## src/rtl/cpu_bus_pkg.sv

```systemverilog
// Shared types, widths and access-size codes for the CPU bus arbiter.
package cpu_bus_pkg;

    localparam int CPU_ADDR_W = 32;
    localparam int CPU_DATA_W = 32;

    localparam logic [1:0] SIZE_B = 2'd0;
    localparam logic [1:0] SIZE_H = 2'd1;
    localparam logic [1:0] SIZE_W = 2'd2;

    typedef enum logic [1:0] {
        IDLE = 2'd0,
        ADDR = 2'd1,
        WAIT = 2'd2
    } state_e;

    typedef enum logic {
        INST = 1'b0,
        DATA = 1'b1
    } owner_e;

endpackage

```

## src/rtl/cpu_bus_arbiter_if.sv

```systemverilog
// SRAM-like bus between the arbiter (master) and the memory slave.
interface cpu_bus_arbiter_if
    import cpu_bus_pkg::*;
#(
    parameter int ADDR_W = CPU_ADDR_W,
    parameter int DATA_W = CPU_DATA_W
) ();

    logic              bus_req;
    logic              bus_wr;
    logic [1:0]        bus_size;
    logic [ADDR_W-1:0] bus_addr;
    logic [DATA_W-1:0] bus_wdata;
    logic              bus_addr_ok;
    logic              bus_data_ok;
    logic [DATA_W-1:0] bus_rdata;

    modport master (
        output bus_req,
        output bus_wr,
        output bus_size,
        output bus_addr,
        output bus_wdata,
        input  bus_addr_ok,
        input  bus_data_ok,
        input  bus_rdata
    );

    modport slave (
        input  bus_req,
        input  bus_wr,
        input  bus_size,
        input  bus_addr,
        input  bus_wdata,
        output bus_addr_ok,
        output bus_data_ok,
        output bus_rdata
    );

endinterface

```

## src/rtl/cpu_bus_perf_cnt.sv

```systemverilog
// Free-running wrap-around counters of cycles spent stalled on fetch and on memory access.
module cpu_bus_perf_cnt (
    input  logic        clk,
    input  logic        resetn,
    input  logic        if_stall,
    input  logic        mem_stall,
    output logic [31:0] if_stall_cnt,
    output logic [31:0] mem_stall_cnt
);

    always_ff @(posedge clk) begin
        if (!resetn) begin
            if_stall_cnt  <= 32'd0;
            mem_stall_cnt <= 32'd0;
        end else begin
            if (if_stall) begin
                if_stall_cnt <= if_stall_cnt + 32'd1;
            end
            if (mem_stall) begin
                mem_stall_cnt <= mem_stall_cnt + 32'd1;
            end
        end
    end

endmodule

```

## src/rtl/cpu_bus_arbiter.sv

```systemverilog
// Shares one SRAM-like bus between instruction fetch and the memory stage, data side first.
// Define CPU_BUS_ARB_PERF_CNT_EN to add the stall performance counters.
module cpu_bus_arbiter
    import cpu_bus_pkg::*;
#(
    parameter int ADDR_W = CPU_ADDR_W,
    parameter int DATA_W = CPU_DATA_W
) (
    input  logic              clk,
    input  logic              resetn,

    input  logic              inst_req,
    input  logic [ADDR_W-1:0] inst_addr,
    output logic [DATA_W-1:0] inst_rdata,

    input  logic              data_req,
    input  logic              data_wr,
    input  logic [1:0]        data_size,
    input  logic [ADDR_W-1:0] data_addr,
    input  logic [DATA_W-1:0] data_wdata,
    output logic [DATA_W-1:0] data_rdata,

    input  logic              pipe_stall,
    input  logic              flush_except,
    output logic              stallreq_from_if,
    output logic              stallreq_from_mem,

    cpu_bus_arbiter_if.master bus
`ifdef CPU_BUS_ARB_PERF_CNT_EN
    ,
    output logic [31:0]       perf_if_stall_cnt,
    output logic [31:0]       perf_mem_stall_cnt
`endif
);

    state_e state;
    owner_e owner;
    logic   discard;
    logic   inst_done;
    logic   data_done;

    logic   data_pend;
    logic   inst_pend;
    logic   bus_done;
    logic   inst_fin;
    logic   data_fin;
    logic   done_clr;

    assign data_pend = data_req & ~data_done;
    assign inst_pend = inst_req & ~inst_done & ~flush_except;

    // A transaction ends on data_ok in WAIT, or on addr_ok+data_ok together in ADDR.
    assign bus_done = (((state == ADDR) && bus.bus_addr_ok) || (state == WAIT)) && bus.bus_data_ok;
    assign inst_fin = bus_done && (owner == INST) && !discard && !flush_except;
    assign data_fin = bus_done && (owner == DATA);
    assign done_clr = ~pipe_stall | flush_except;

    assign stallreq_from_if  = inst_req & ~inst_done;
    assign stallreq_from_mem = data_pend;

    always_ff @(posedge clk) begin
        if (!resetn) begin
            state         <= IDLE;
            owner         <= INST;
            discard       <= 1'b0;
            inst_done     <= 1'b0;
            data_done     <= 1'b0;
            inst_rdata    <= '0;
            data_rdata    <= '0;
            bus.bus_req   <= 1'b0;
            bus.bus_wr    <= 1'b0;
            bus.bus_size  <= 2'd0;
            bus.bus_addr  <= '0;
            bus.bus_wdata <= '0;
        end else begin
            case (state)
                IDLE: begin
                    if (data_pend) begin
                        owner         <= DATA;
                        bus.bus_req   <= 1'b1;
                        bus.bus_wr    <= data_wr;
                        bus.bus_size  <= data_size;
                        bus.bus_addr  <= data_addr;
                        bus.bus_wdata <= data_wdata;
                        state         <= ADDR;
                    end else if (inst_pend) begin
                        owner         <= INST;
                        bus.bus_req   <= 1'b1;
                        bus.bus_wr    <= 1'b0;
                        bus.bus_size  <= SIZE_W;
                        bus.bus_addr  <= inst_addr;
                        bus.bus_wdata <= '0;
                        state         <= ADDR;
                    end
                end
                ADDR: begin
                    if (bus.bus_addr_ok) begin
                        bus.bus_req <= 1'b0;
                        state       <= bus.bus_data_ok ? IDLE : WAIT;
                    end
                end
                WAIT: begin
                    if (bus.bus_data_ok) begin
                        state <= IDLE;
                    end
                end
                default: begin
                    state       <= IDLE;
                    bus.bus_req <= 1'b0;
                end
            endcase

            // A flushed fetch still has to drain on the bus; only its result is dropped.
            if (bus_done) begin
                discard <= 1'b0;
            end else if (flush_except && (state != IDLE) && (owner == INST)) begin
                discard <= 1'b1;
            end

            if (inst_fin) begin
                inst_done  <= 1'b1;
                inst_rdata <= bus.bus_rdata;
            end else if (done_clr) begin
                inst_done <= 1'b0;
            end

            if (data_fin) begin
                data_done <= 1'b1;
                if (!bus.bus_wr) begin
                    data_rdata <= bus.bus_rdata;
                end
            end else if (done_clr) begin
                data_done <= 1'b0;
            end
        end
    end

`ifdef CPU_BUS_ARB_PERF_CNT_EN
    cpu_bus_perf_cnt u_perf_cnt (
        .clk           (clk),
        .resetn        (resetn),
        .if_stall      (stallreq_from_if),
        .mem_stall     (stallreq_from_mem),
        .if_stall_cnt  (perf_if_stall_cnt),
        .mem_stall_cnt (perf_mem_stall_cnt)
    );
`endif

endmodule

```

## src/flat_wrapper.sv

```systemverilog
// flat-port wrapper written by rule: the top's interface ports become plain ports
module cpu_bus_arbiter_flat import cpu_bus_pkg::*;
#(
    parameter int ADDR_W = CPU_ADDR_W,
    parameter int DATA_W = CPU_DATA_W
)
  (clk, resetn, inst_req, inst_addr, inst_rdata, data_req, data_wr, data_size, data_addr, data_wdata, data_rdata, pipe_stall, flush_except, stallreq_from_if, stallreq_from_mem, bus_bus_req, bus_bus_wr, bus_bus_size, bus_bus_addr, bus_bus_wdata, bus_bus_addr_ok, bus_bus_data_ok, bus_bus_rdata);
  cpu_bus_arbiter_if #(.ADDR_W(ADDR_W), .DATA_W(DATA_W)) bus_i ();
  input  logic clk;
  input  logic resetn;
  input  logic inst_req;
  input  logic [ADDR_W-1:0] inst_addr;
  output logic [DATA_W-1:0] inst_rdata;
  input  logic data_req;
  input  logic data_wr;
  input  logic [1:0] data_size;
  input  logic [ADDR_W-1:0] data_addr;
  input  logic [DATA_W-1:0] data_wdata;
  output logic [DATA_W-1:0] data_rdata;
  input  logic pipe_stall;
  input  logic flush_except;
  output logic stallreq_from_if;
  output logic stallreq_from_mem;
  output wire logic [$bits(bus_i.bus_req)-1:0] bus_bus_req;
  output wire logic [$bits(bus_i.bus_wr)-1:0] bus_bus_wr;
  output wire logic [$bits(bus_i.bus_size)-1:0] bus_bus_size;
  output wire logic [$bits(bus_i.bus_addr)-1:0] bus_bus_addr;
  output wire logic [$bits(bus_i.bus_wdata)-1:0] bus_bus_wdata;
  input wire logic [$bits(bus_i.bus_addr_ok)-1:0] bus_bus_addr_ok;
  input wire logic [$bits(bus_i.bus_data_ok)-1:0] bus_bus_data_ok;
  input wire logic [$bits(bus_i.bus_rdata)-1:0] bus_bus_rdata;
  assign bus_bus_req = bus_i.bus_req;
  assign bus_bus_wr = bus_i.bus_wr;
  assign bus_bus_size = bus_i.bus_size;
  assign bus_bus_addr = bus_i.bus_addr;
  assign bus_bus_wdata = bus_i.bus_wdata;
  assign bus_i.bus_addr_ok = bus_bus_addr_ok;
  assign bus_i.bus_data_ok = bus_bus_data_ok;
  assign bus_i.bus_rdata = bus_bus_rdata;
  cpu_bus_arbiter #(.ADDR_W(ADDR_W), .DATA_W(DATA_W)) u_core (.clk(clk), .resetn(resetn), .inst_req(inst_req), .inst_addr(inst_addr), .inst_rdata(inst_rdata), .data_req(data_req), .data_wr(data_wr), .data_size(data_size), .data_addr(data_addr), .data_wdata(data_wdata), .data_rdata(data_rdata), .pipe_stall(pipe_stall), .flush_except(flush_except), .stallreq_from_if(stallreq_from_if), .stallreq_from_mem(stallreq_from_mem), .bus(bus_i));
endmodule
```

## config.mk

```make
export PLATFORM = sky130hd
export DESIGN_NAME = cpu_bus_arbiter_flat
export DESIGN_NICKNAME = d
export VERILOG_FILES = /design/src/rtl/cpu_bus_pkg.sv /design/src/rtl/cpu_bus_arbiter_if.sv /design/src/rtl/cpu_bus_perf_cnt.sv /design/src/rtl/cpu_bus_arbiter.sv /design/src/flat_wrapper.sv
export SDC_FILE = /design/constraint.sdc
export NUM_CORES = 1
export LEC_CHECK = 0
export BUFFER_PORTS_ARGS = -buffer_cell sky130_fd_sc_hd__buf_2
export CAP_MARGIN = 20
export CORE_ASPECT_RATIO = 2
export CORE_MARGIN = 2
export CORE_UTILIZATION = 33
export CTS_CLUSTER_DIAMETER = 100
export CTS_CLUSTER_SIZE = 25
export DETAILED_ROUTE_END_ITERATION = 10
export PLACE_DENSITY = 0.73
export SYNTH_ARGS = -nofsm -noshare
export SYNTH_HDL_FRONTEND = slang
export SYNTH_SLANG_ARGS = --single-unit
export TNS_END_PERCENT = 100
```

## constraint.sdc

```tcl
create_clock -name clk -period 1.8 [get_ports clk]
set_input_delay 0.27 -clock clk [delete_from_list [all_inputs] [get_ports clk]]
set_output_delay 0.27 -clock clk [all_outputs]
set_load 0.05 [all_outputs]
```

* Word level (Yosys, flattened, before mapping)
Index checks and enable logic that the tools add are counted.
Word-level totals: register bits after elaboration 138, input bits 139, output and inout port bits 134
Cells by class: eq/ne operators 5, mux-type cells 22, bitwise gates (word level) 12, reductions and logical operators 21
Operator list (count):
- $mux W32 | 4
- $mux W2 | 7
- $mux W1 | 9
- $logic_and A1 B1 Y1 | 8
- $not A1 Y1 | 8
- $reduce_bool A2 Y1 | 4
- $pmux W2 S3 | 1
- $reduce_and A3 Y1 | 2
- $ne A2 B2 Y1 const B | 2
- $reduce_and A2 Y1 | 2
- $and A1 B1 Y1 | 3
- $ne A3 B2 Y1 const B | 1
- $pmux W1 S3 | 1
- $eq A2 B1 Y1 const B | 1
- $eq A2 B2 Y1 const B | 1
- $logic_not A1 Y1 | 2
- $logic_not A2 Y1 | 1
- $reduce_or A2 Y1 | 1
- $logic_or A1 B1 Y1 | 1
- $or A1 B1 Y1 | 1

* Longest topological paths before layout
Gate-level depths: netlist of the first run.
word-level depth 8, depth in mapped cells 8

* Least setup slack after synthesis of the first run
OpenSTA, ideal clock, no wires.
kind register to register, from register u_core.data_done, to register u_core.bus.bus_addr[22], setup time 91 ps, arrival time 1605 ps, data required time 1709 ps, slack 104 ps, stages on the path, launching flop included 7, path buffers 2, cells stage by stage dfxtp_1 > nand2b_1 > buf_2 > inv_4 > clkbuf_1 > nand2_1 > a311oi_1
Between the ends: longest elaborated chain between the ends 4, elaborated cells on any way between the ends 5, those cells by class mux (1); bitwise (2); reduce/logical (2)
RTL lines:
- from (decl) | line cpu_bus_arbiter.sv:40 | logic data_done;
- from (signal assigned) | line cpu_bus_arbiter.sv:67 | data_done <= 1'b0;
- from (signal assigned) | line cpu_bus_arbiter.sv:128 | data_done <= 1'b1;
- from (signal assigned) | line cpu_bus_arbiter.sv:133 | data_done <= 1'b0;
- $not A1 Y1 (*) | line cpu_bus_arbiter.sv:49 | assign data_pend = data_req & ~data_done;
- $and A1 B1 Y1 (*) | line cpu_bus_arbiter.sv:49
- via stallreq_from_mem | line flat_wrapper.sv:23 | output logic stallreq_from_mem;
- $reduce_bool A2 Y1 (no line)
- $reduce_and A2 Y1 (no line)
- to (signal assigned) | line cpu_bus_arbiter.sv:83 | bus.bus_addr <= data_addr;
- to (signal assigned) | line cpu_bus_arbiter.sv:91 | bus.bus_addr <= inst_addr;
- to (decl) | line cpu_bus_arbiter_if.sv:22 | output bus_addr,
The timed path passes the listed nets; every way through them passes the cells marked *. A chain may end at the register's enable or synchronous reset.

* Worst setup path after layout of the first run
from register u_core.data_done, to output stallreq_from_mem
Between the ends: longest elaborated chain between the ends 2
RTL lines (line):
- $not A1 Y1 | cpu_bus_arbiter.sv:49
- $and A1 B1 Y1 | cpu_bus_arbiter.sv:49
- to (decl) | flat_wrapper.sv:23
Every way passes these cells.

==> flow_summary.json, run 1 <==
{
  "maxCapViolCount": 0,
  "syn2layout_area_growth_pct": 41.27,
  "cts_root_buffer": "clkbuf_16",
  "rsz0062_at_grt": "no",
  "layout_common_cells": "buf_2, nand2_1, dfxtp_1",
  "initial_core_util": 0.3374,
  "holdWs_ns": 0.07267,
  "drc_errors": 0,
  "period_minus_slack_ns": 1.587,
  "switchingPower_uw": 2549,
  "yosys_warnings": 0,
  "io_pins": 273,
  "hold_viol": 0,
  "combPwrFrac": 0.168,
  "hold_buffers": 0,
  "ys_seq_elements": 138,
  "postRouteAntennaNets": 0,
  "start_kind": "flop",
  "clockPowerShare": 0.451,
  "finalCritPeriodShare": 0.8817,
  "grt_pass1_vias": 5066,
  "hpwl_um": 11650,
  "cts_sinks": 138,
  "slowest_delay_ns": 0.30,
  "clk_pin_slew_ns": 0.06,
  "holdCritPathClass": "in2reg",
  "grt_max_degree": 104,
  "vias": 5157,
  "r2r_cells": 5,
  "antenna_found_initial": 1,
  "die_x_um": 94.05,
  "r2r_slack_ns": 0.21,
  "nets": 1005,
  "end_kind": "output port",
  "synth_cell_type_count": 26,
  "h-tree-depth": 4,
  "syn_area_mm2": 0.005351,
  "fp.dieH_um": 184.1,
  "crit_chain": "nand2b_1, inv_4, buf_2",
  "syn_inst": 611,
  "final_common_cell": "buf_2",
  "power_frac_seq": 0.381,
  "grt-ovfl-total": 0,
  "switching_share": 0.2932,
  "setup-violations-final": 0,
  "avgSynthCellArea_um2": 8.758,
  "grt_usage": 0.1803,
  "syn_nets": 750,
  "fmax_ghz": 0.6301,
  "cp.arrival_ns": 1.32,
  "numPortBuffers": 272,
  "cp.required_ns": 1.53,
  "ctsResizeCount": 0,
  "slew_headroom": 0.5923,
  "wl_per_cell_um": 14.65,
  "postCtsSetupRepairBufs": 0,
  "fin_tns_setup_ns": 0,
  "startpoint": "u_core.data_done$_SDFFE_PN0P_",
  "r2r_start": "u_core.inst_done$_SDFFE_PN0P_",
  "coreArea_mm2": 0.01586,
  "grt_pass1_wl_um": 24500,
  "numCtsBuffers": 17,
  "drive_above_1_share": 0.3720,
  "reg2reg_to": "u_core.bus.bus_addr[15]$_SDFFE_PN0P_",
  "status": "complete, no violations",
  "cts.path.max_buffers": 2,
  "critPathCapture": "stallreq_from_mem",
  "synth-seq-area-share": 0.5162,
  "viasPerCell": 4.771,
  "power_density_mw_per_mm2": 1150,
  "drv_slew": 0,
  "fin_worst_skew_ns": 0.007920,
  "peakVddDrop_v": 0.0008374,
  "intPower_uw": 6145,
  "clk_latency_ns": 0.42,
  "leakage_uw": 0.003507,
  "gp_congestion": 0.8832,
  "row_count": 65,
  "slowest_stage": "dfxtp_1",
  "worstSetupPathType": "reg2out",
  "dr.pass1.iters": 4,
  "die-area_mm2": 0.01731,
  "worstMarginPinSlew_ns": 0.6116,
  "cts_tree": "done",
  "nFillCells": 1547,
  "path_max_fanout": 11,
  "drtIter0Drc": 165,
  "totalWireLength_um": 15840
}
-- routing by layer --
layer	vias up	global-route usage	routed length (µm)
li1	2583	-	-
met1	2352	0.1835	5743
met2	197	0.3340	8556
met3	25	0.04783	1071
met4	0	0.08290	467
met5	-	0	0
-- state kept, by name (all words and copies together), names as in the netlist --
name,cells
u_core.data_done,1
u_core.data_rdata,32
u_core.bus.bus_size,2
u_core.owner,1
u_core.bus.bus_req,1
u_core.bus.bus_addr,32
u_core.bus.bus_wdata,32
u_core.inst_rdata,32
u_core.inst_done,1
u_core.state,2
u_core.discard,1
u_core.bus.bus_wr,1
-- worst min path at each step --
stage / startpoint / to / slack [ns] / cells past startpoint
floorplan: bus_bus_data_ok / u_core.state[1]$_SDFFE_PN0P_ / 0.35 / 1
global placement: u_core.data_rdata[19]$_SDFFE_PN0P_ / u_core.data_rdata[19]$_SDFFE_PN0P_ / 0.44 / 2
detailed placement: u_core.data_rdata[20]$_SDFFE_PN0P_ / u_core.data_rdata[20]$_SDFFE_PN0P_ / 0.45 / 2
CTS: bus_bus_data_ok / u_core.state[1]$_SDFFE_PN0P_ / 0.05 / 2
global route: bus_bus_data_ok / u_core.state[1]$_SDFFE_PN0P_ / 0.07 / 2
finish: bus_bus_data_ok / u_core.state[1]$_SDFFE_PN0P_ / 0.07 / 2
-- stage by stage --
step,power [µW],util,worst slack [ns],instances,area (µm²)
2_1_floorplan,4389,-,0.1041,611,5351
3_3_place_gp,4825,0.4347,0.2002,1048,6894
3_5_place_dp,4844,0.4347,0.1443,1048,6894
4_1_cts,8800,0.4765,0.1832,1080,7557
5_1_grt,9047,0.4765,0.04989,1080,7557
6_report,8693,0.4767,0.2129,1081,7560
-- synthesized netlist by cell type --
| library cell | number | area share |
|---|---|---|
| or2_2 | 2 | 0.0023 |
| nor3b_1 | 4 | 0.0056 |
| mux2i_1 | 64 | 0.12 |
| nand2b_1 | 1 | 0.0012 |
| nor2b_1 | 2 | 0.0023 |
| a311oi_1 | 32 | 0.052 |
| a2111oi_0 | 1 | 0.0016 |
| nor3_1 | 1 | 0.00093 |
| and3b_1 | 3 | 0.0049 |
| buf_4 | 4 | 0.0056 |
| buf_2 | 7 | 0.0065 |
| nand2_1 | 230 | 0.16 |
| o21ai_2 | 1 | 0.0016 |
| buf_6 | 6 | 0.013 |
| o21a_1 | 2 | 0.0028 |
| o21ai_0 | 1 | 0.00093 |
| o22ai_1 | 35 | 0.041 |
| inv_1 | 1 | 0.00070 |
| clkbuf_1 | 34 | 0.024 |
| a31oi_1 | 1 | 0.0012 |
| nor4_4 | 1 | 0.0040 |
| inv_4 | 1 | 0.0012 |
| nor2_1 | 37 | 0.026 |
| a21boi_0 | 1 | 0.0014 |
| o221a_2 | 1 | 0.0021 |
| dfxtp_1 | 138 | 0.52 |
-- final cells by class --
type,count,area (µm²),share of cell area
diodes,1,2.502,0.0003310
inverters,2,10.01,0.001324
clock buffers,17,425.4,0.05627
clock inverters,15,237.7,0.03145
flip-flops and latches,138,2763,0.3654
well taps,201,251.5,0.03327
multi-input cells,420,2331,0.3083
repair buffers,287,1539,0.2036
-- cells by family after synthesis --
family	share of synthesized area
AND/OR/NAND/NOR	0.2086
buffers and inverters	0.05050
AO/OA/AOI/OAI	0.1050
flip-flops	0.5162
multiplexers	0.1197
-- worst max-delay path: cells and delay by family (launching register included) --
| family | cells | cell delay (ns) |
|---|---|---|
| and+or+nand+nor | 1 | 0.18 |
| buffers and inverters | 2 | 0.42 |
| DFF | 1 | 0.30 |
-- power groups by stage --
stage | combinational [µW] | clock [µW] | sequential (µW)
CTS | 1470 | 4020 | 3310
finish | 1460 | 3920 | 3310
global placement | 1450 | 0 | 3370
detailed placement | 1470 | 0 | 3380
global route | 1560 | 4160 | 3330
floorplan | 471 | 0 | 3920
No activity file was read; power rests on OpenSTA's default activity.
==> run 2: changes to the inputs <==
- clock period: 1.8 -> 1.78 ns (I/O delays scaled with it)
==> run 2 against run 1 <==
Power is 0.74% lower. Sequential cell count stayed put. Utilization hardly changed. Highest routed layer is now met5. Routed wire length is 0.51% lower. Clock skew is 0.0025 ns higher. Largest power group unchanged. Register-to-register slack hardly changed. Critical path depth is 1 higher. Clock-buffer cell count is 4 higher.
==> flow_summary.json, run 2 (same netlist as run 1, synthesis figures left out) <==
{
  "totalWireLength_um": 15760,
  "hpwl_um": 11630,
  "postLayoutCoreUtil": 0.4770,
  "hold_viol": 0,
  "rsz0062_at_grt": "no",
  "clk_latency_ns": 0.41,
  "viasPerCell": 4.731,
  "fin_worst_skew_ns": 0.01037,
  "maxCapViolCount": 0,
  "die-area_mm2": 0.01731,
  "cts_tree": "done",
  "grt_usage": 0.1797,
  "peakVddDrop_v": 0.0007167,
  "cp.arrival_ns": 1.44,
  "vias": 5119,
  "period_minus_slack_ns": 1.711,
  "nFillCells": 1557,
  "numPortBuffers": 272,
  "status": "complete, no violations",
  "postRouteAntennaNets": 0,
  "cts_root_buffer": "clkbuf_16",
  "grt_max_degree": 104,
  "layout_common_cells": "buf_2, nand2_1, dfxtp_1",
  "cts.path.max_buffers": 2,
  "leakage_uw": 0.003509,
  "drv_slew": 0,
  "power_density_mw_per_mm2": 1141,
  "worstMarginPinSlew_ns": 0.4093,
  "drtIter0Drc": 147,
  "drive_above_1_share": 0.3709,
  "numCtsBuffers": 17,
  "cp.required_ns": 1.51,
  "final_common_cell": "buf_2",
  "holdWs_ns": 0.06675,
  "r2r_cells": 5,
  "grt_pass1_wl_um": 24380,
  "coreArea_mm2": 0.01586,
  "path_max_fanout": 33,
  "nets": 1005,
  "initial_core_util": 0.3374,
  "h-tree-depth": 4,
  "setup-violations-final": 0,
  "slew_headroom": 0.7272,
  "antenna_found_initial": 3,
  "gp_congestion": 0.8735,
  "syn2layout_area_growth_pct": 41.36,
  "clk_pin_slew_ns": 0.05,
  "die_x_um": 94.05,
  "io_pins": 273,
  "grt_pass1_vias": 5115,
  "cts_sinks": 138,
  "row_count": 65,
  "wl_per_cell_um": 14.56,
  "hold_depth": 2,
  "worstSetupPathType": "reg2out",
  "fin_tns_setup_ns": 0,
  "dr.pass1.iters": 5,
  "fp.dieH_um": 184.1,
  "start_kind": "flop",
  "end_kind": "output port",
  "finalCritPeriodShare": 0.9614,
  "hold_buffers": 0,
  "holdCritPathClass": "in2reg",
  "grt-ovfl-total": 0,
  "fmax_ghz": 0.5843,
  "postCtsSetupRepairBufs": 0,
  "drc_errors": 0,
  "power_uw": 8629
}
run 2: changes by cell type in the layout (fill, tap and decap cells not counted), sizes merged:
cell	change
buf	-1
bufinv	-1
clkbuf	+5
clkinv	+2
diode	+1
inv	-5
run 2: cell type report:
class	count	area, µm²	area share
sequential	138	2763	0.3652
multi-input combinational	420	2331	0.3081
timing repair buffer	287	1567	0.2071
clock buffer	21	470.5	0.06219
tap	201	251.5	0.03325
clock inverter	11	167.7	0.02216
inverter	2	10.01	0.001323
antenna	2	5.005	0.0006616
run 2: critical path: stages (launching register included):
cell	delay, ns
dfxtp_1	0.30
nand2b_1	0.18
inv_4	0.10
buf_12	0.19
clkbuf_4	0.26
run 2: per-layer routing:
metal,track usage,routed length (µm),up-vias
met5,0,13,-
met4,0.1078,681,2
met3,0.05192,986,40
met2,0.3214,8242,189
met1,0.1794,5833,2316
li1,-,-,2572
run 2: worst paths after layout:
path	slack, ns	startpoint	end
worst max register to register	0.20	u_core.state[1]$_SDFFE_PN0P_	u_core.data_rdata[21]$_SDFFE_PN0P_
worst min register to register	0.45	u_core.inst_rdata[17]$_SDFFE_PN0P_	u_core.inst_rdata[17]$_SDFFE_PN0P_
worst min-delay path	0.07	bus_bus_data_ok	u_core.state[1]$_SDFFE_PN0P_
worst max-delay path	0.07	u_core.data_done$_SDFFE_PN0P_	stallreq_from_mem
run 2: stage by stage:
step	setup WS, ns	std cells	area, µm²
after floorplan	0.08407	611	5351
after global placement	0.1849	1048	6919
after detailed placement	0.1264	1048	6919
after CTS	0.001930	1080	7557
after global routing	0.006687	1082	7565
final	0.06868	1082	7565
run 2: repair_timing:
| action | 4_1_cts | 5_1_grt |
|---|---|---|
| resized for setup | 0 | 1 |
| setup endpoints to repair | 0 | 1 |
| hold endpoints to repair | 0 | 0 |
run 2: where the power goes:
| group | internal [µW] | total (µW) | switching [µW] |
|---|---|---|---|
| combinational | 441 | 1480 | 1040 |
| sequential | 3260 | 3350 | 89.8 |
| clock | 2450 | 3800 | 1340 |
| total | 6160 | 8630 | 2470 |
